--- src/rtl/seq_det_ctrl.sv ---
// Run controller for an overlapping Moore sequence detector.
// Captures a pattern and a length, clears the detector, streams the pattern MSB-first into the
// detector and counts its output pulses, then pulses done with the final hit count.
// Optional feature macro: SEQ_CTRL_STOP_ON_HIT_EN ends a run at the first counted hit.
module seq_det_ctrl #(
  parameter int unsigned W     = 16,
  parameter int unsigned CNT_W = 5
) (
  input  logic             clk,
  input  logic             rst,
  input  logic             start,
  input  logic [W-1:0]     pat,
  input  logic [CNT_W-1:0] len,
  output logic             busy,
  output logic             done,
  output logic [CNT_W-1:0] hit_cnt,
  output logic             det_rst,
  output logic             det_x,
  input  logic             det_z
);

  localparam logic [2:0] StIdle  = 3'd0;
  localparam logic [2:0] StClear = 3'd1;
  localparam logic [2:0] StShift = 3'd2;
  localparam logic [2:0] StDrain = 3'd3;
  localparam logic [2:0] StDone  = 3'd4;

  localparam logic [CNT_W-1:0] LenMax = CNT_W'(W);
  localparam logic [CNT_W-1:0] CntMax = {CNT_W{1'b1}};

  logic [2:0]       state_q, state_d;
  logic [W-1:0]     pat_q, pat_d;
  logic [CNT_W-1:0] len_q, len_d;
  logic [CNT_W-1:0] i_q, i_d;
  logic [CNT_W-1:0] hit_cnt_q, hit_cnt_d;
  logic             busy_q, busy_d;
  logic             done_q, done_d;
  logic             det_rst_q, det_rst_d;
  logic             det_x_q, det_x_d;

  logic             count_en;
  logic             stop_hit;
  logic [CNT_W-1:0] bit_idx;
  logic [W-1:0]     pat_sh;

`ifdef SEQ_CTRL_STOP_ON_HIT_EN
  assign stop_hit = 1'b1;
`else
  assign stop_hit = 1'b0;
`endif

  // z in the first SHIFT cycle still shows the detector's reset state, so it is skipped.
  assign count_en = det_z & (((state_q == StShift) && (i_q != '0)) || (state_q == StDrain));

  // Next-state, capture and counting; outputs are derived from the next state so they register.
  always_comb begin
    state_d   = state_q;
    pat_d     = pat_q;
    len_d     = len_q;
    i_d       = i_q;
    hit_cnt_d = hit_cnt_q;

    if (count_en && (hit_cnt_q != CntMax)) begin
      hit_cnt_d = hit_cnt_q + CNT_W'(1);
    end

    case (state_q)
      StIdle: begin
        if (start) begin
          pat_d     = pat;
          len_d     = (len > LenMax) ? LenMax : len;
          hit_cnt_d = '0;
          state_d   = StClear;
        end
      end
      StClear: begin
        i_d     = '0;
        state_d = (len_q == '0) ? StDone : StShift;
      end
      StShift: begin
        if (count_en && stop_hit) begin
          state_d = StDone;
        end else if (i_q == (len_q - CNT_W'(1))) begin
          state_d = StDrain;
        end else begin
          i_d = i_q + CNT_W'(1);
        end
      end
      StDrain: state_d = StDone;
      StDone:  state_d = StIdle;
      default: state_d = StIdle;
    endcase

    bit_idx   = len_q - CNT_W'(1) - i_d;
    pat_sh    = pat_q >> bit_idx;
    busy_d    = (state_d == StClear) || (state_d == StShift) || (state_d == StDrain);
    done_d    = (state_d == StDone);
    det_rst_d = (state_d != StClear);
    det_x_d   = (state_d == StShift) ? pat_sh[0] : 1'b0;
  end

  // State and registered outputs; reset forces every output low, including det_rst.
  always_ff @(posedge clk or negedge rst) begin
    if (!rst) begin
      state_q   <= StIdle;
      pat_q     <= '0;
      len_q     <= '0;
      i_q       <= '0;
      hit_cnt_q <= '0;
      busy_q    <= 1'b0;
      done_q    <= 1'b0;
      det_rst_q <= 1'b0;
      det_x_q   <= 1'b0;
    end else begin
      state_q   <= state_d;
      pat_q     <= pat_d;
      len_q     <= len_d;
      i_q       <= i_d;
      hit_cnt_q <= hit_cnt_d;
      busy_q    <= busy_d;
      done_q    <= done_d;
      det_rst_q <= det_rst_d;
      det_x_q   <= det_x_d;
    end
  end

  assign busy    = busy_q;
  assign done    = done_q;
  assign hit_cnt = hit_cnt_q;
  assign det_rst = det_rst_q;
  assign det_x   = det_x_q;

endmodule

--- config.mk ---
export PLATFORM = sky130hd
export DESIGN_NAME = seq_det_ctrl
export DESIGN_NICKNAME = d
export VERILOG_FILES = /design/src/rtl/seq_det_ctrl.sv
export SDC_FILE = /design/constraint.sdc
export NUM_CORES = 1
export LEC_CHECK = 0
export ABC_AREA = 1
export BUFFER_PORTS_ARGS = -buffer_cell sky130_fd_sc_hd__clkbuf_2
export CAP_MARGIN = 20
export CORE_UTILIZATION = 51
export DETAILED_ROUTE_END_ITERATION = 6
export PLACE_DENSITY = 0.76
export SLEW_MARGIN = 20
export SYNTH_ARGS = -nofsm -noshare
export SYNTH_HDL_FRONTEND = slang
export SYNTH_SLANG_ARGS = --single-unit
--- constraint.sdc ---
create_clock -name clk -period 2.9 [get_ports clk]
set_input_delay 0.145 -clock clk [delete_from_list [all_inputs] [get_ports clk]]
set_output_delay 0.145 -clock clk [all_outputs]
set_load 0.01 [all_outputs]
==> impl_metrics.py <==
metrics = {
    "run_status": {
        "status": "finished with violations",
        "violations": "setup timing",
    },
    "worst_setup_path": {
        "crit_fanout": 6,
        "path_cells": "inv_2 -> ha_4 -> inv_2 -> nand2_1 -> nand3_1 -> nand2_1 -> nor2_2 -> nand4_4 -> nand2_4 -> nand3_2 -> o21ai_2 -> ha_2 -> inv_2 -> fa_2 -> buf_6 -> a21oi_2 -> a22o_1 -> o21bai_1 -> or2_4 -> nand3_2 -> a21oi_2",
        "slowest_stage": "fa_2",
        "crit_arrival_ns": 3.23,
        "slowest_delay_ns": 0.61,
        "startpoint_type": "register",
        "endpoint_kind": "register",
        "worstPathRequired_ns": 3.14,
        "crit_path_frequent_cell": "inv_2",
        "path_class": "register to register",
    },
    "timing": {
        "max_slew_margin_pct": 38.9,
        "fin_skew_ns": 0.0156,
        "fin_crit_sh_pct": 103,
        "hold_ws_ns": 0.0356,
        "min_period_ns": 2.99,
        "worstMarginPinSlew_ns": 0.917,
        "hold_viol": 0,
        "fmax_mhz": 334,
        "rsz0062_at_grt": "yes",
        "setup_ws_ns": -0.0903,
        "drv_slew": 0,
        "setup_viol_count_final": 1,
    },
    "finish": {
        "num-fill-cells": 341,
        "final_nets": 356,
        "multi_input_area_um2": 1080,
        "antenna_cells": 0,
        "seqCellArea_um2": 951,
        "final_area_um2": 2670,
        "syn2layout_area_growth_pct": 24.9,
        "drive_gt1_share_pct": 28.9,
    },
    "pwr": {
        "combPwrFrac_pct": 62.1,
        "p_per_area_nw_per_um2": 1440,
        "clock_power_share_pct": 14.2,
        "irDropWorstVdd_uv": 723,
        "switching_share_pct": 44.0,
        "p_switching_w": 0.00169,
        "p_leak_nw": 1.40,
        "p_int_w": 0.00215,
        "seq_power_share_pct": 23.7,
    },
    "synth": {
        "ys.flop_type": "dfrtp_1",
        "synth_warnings": 0,
        "netlist_area_um2": 2130,
        "synth_cells": 268,
        "seq_area_frac_synth_pct": 44.6,
        "syn-mean-instance-area_um2": 7.96,
        "yosysTopAreaCellShare_pct": 44.6,
        "synth_most_common_cell": "nand2_1",
        "synth_commonest_cells": "84 x nand2_1, 38 x dfrtp_1, 34 x inv_1",
        "synth_nets": 303,
        "synth_edf_count": 0,
        "synth_area_leaders": "dfrtp_1 45%, nand2_1 15%, inv_1 6.0%, ha_1 5.3%, nor2_1 3.3%",
        "synth_top_area_cell": "dfrtp_1",
        "async_reset_ff_share_pct": 100,
        "synth-seq-cells": 38,
        "synth_cell_type_count": 33,
    },
    "global_routing": {
        "grt_pass1_vias": 1856,
        "use_met1_pct": 26.7,
        "grt_pass1_wl_mm": 7.85,
        "grt-ovfl-total": 0,
        "grt_util_all_layers_pct": 24.0,
        "grt_max_degree": 39,
        "top_usage_layer": "met2",
        "antenna_found_initial": 0,
        "grtUsageMet3_pct": 6.34,
        "grt_util_met2_pct": 42.2,
    },
    "flow_run": {
        "maxCapViolCount": 0,
    },
    "floorplanning": {
        "initial_core_util_pct": 53.3,
        "pin_count": 34,
        "die_w_um": 66.7,
        "die_area_um2": 4450,
        "row_count": 23,
        "dieHeight_um": 66.7,
        "core_um2": 4000,
    },
    "placement": {
        "portBuffers": 33,
        "gp_congestion": 0.816,
        "place_hpwl_mm": 3.32,
        "placed_cell_area_um2": 2480,
    },
    "clock_tree": {
        "clockBufferDepth": 2,
        "clk_latency_ns": 0.30,
        "path_clk_slew_ns": 0.09,
        "cts_tree": "yes",
        "cts_max_level": 2,
        "cts_buffers": 5,
        "clock_sinks": 38,
        "cts_root_buffer": "clkbuf_8",
    },
    "drt": {
        "detail-route-antenna-nets": 0,
        "drc": 0,
        "drt_pass1_iterations": 4,
        "wirelength_mm": 4.49,
        "vias": 1873,
        "avgViaCountPerCell": 5.03,
        "post_drt_wl_per_cell_um": 12.1,
        "drtIter0Drc": 101,
    },
    "hold_path": {
        "hp-class": "input pin to register",
    },
}
==> stage by stage <==
step                      utilization (%)  power [W]  setup slack, ns  std cells  TNS, ns
after floorplan                         -    0.00255          -0.0572        268  -0.0572
after global placement               62.0    0.00308          -0.0190        360  -0.0190
after detailed placement             62.0    0.00313           -0.105        360   -0.105
after CTS                            66.1    0.00373          -0.0512        371  -0.0512
after global routing                 66.6    0.00419           -0.264        372   -0.264
final                                66.6    0.00383          -0.0903        372  -0.0903
==> state kept, by name, summed over array words and instances, names as in the netlist <==
signal,flops
busy,1
det_rst,1
det_x,1
done,1
hit_cnt,5
i_q,5
len_q,5
pat_q,16
state_q,3
==> cell families (layout without fill, tap and decap cells) <==
logic type	Yosys count	count (layout)	share of synthesized area, %
AO/OA/AOI/OAI	36	36	10.4
XOR/XNOR	4	4	1.64
adder cells (fa/ha/maj)	10	10	6.22
buffers and inverters	40	94	7.21
flip-flops	38	38	44.6
AND/OR/NAND/NOR	140	140	29.9
==> cell usage in the layout (no fill, tap or decap), types with 7 or more instances in the layout <==
cell       n
clkbuf_2  33
buf_4     16
dfrtp_1   38
nand2_1   84
nor2_1    18
a21oi_1    9
o21ai_0    9
inv_2      7
nand3_1   12
inv_1     28
ha_1       7
==> worst paths after layout <==
check,startpoint,end,slack [ns],depth (start not counted)
max in group asynchronous,rst,i_q[1],1.81,2
max reg2reg,len_q[1],det_x,-0.09,21
min,pat[5],pat_q[5],0.04,3
max,len_q[1],det_x,-0.09,21
min reg2reg,pat_q[4],pat_q[4],0.49,2
min in group asynchronous,rst,len_q[0],0.50,2
==> layer usage <==
layer  vias up  routed length, µm  share of wire (%)
li1        962                  -                  -
met1       851               1960                 44
met2        52               2240                 50
met3         8                206                4.6
met4         0                 89                2.0
met5         -                  0                  0
==> worst max-delay path, delay by kind of cell, from the launching register on <==
kind	cells	cell delay, ns
AO/OA/AOI/OAI	5	0.50
adder cells (fa/ha/maj)	3	0.98
buffers and inverters	4	0.27
flip-flops	1	0.38
AND/OR/NAND/NOR	9	0.78
==> area by class of cell <==
cell class | count | share of cell area [%]
Timing Repair Buffer | 51 | 11.5
Sequential cell | 38 | 35.7
Inverter | 35 | 4.93
Tap cell | 50 | 2.35
Clock inverter | 3 | 2.58
Clock buffer | 5 | 2.58
Multi-Input combinational cell | 190 | 40.4
==> what timing repair did <==
action	in CTS	in global routing
endpoints found under the setup margin	1	1
hold endpoints to repair	15	0
hold buffers	1	0
setup buffers	2	1
gates resized for setup	2	8
pin swaps	6	7
==> power groups by stage <==
stage	logic (W)	clock network [W]	registers [W]
floorplan	0.00165	0	0.000901
global placement	0.00218	0	0.000907
detailed placement	0.00222	0	0.000907
finish	0.00238	0.000546	0.000907
global route	0.00269	0.000572	0.000931
CTS	0.00228	0.000556	0.000901
(Power assumes the default switching activity.)
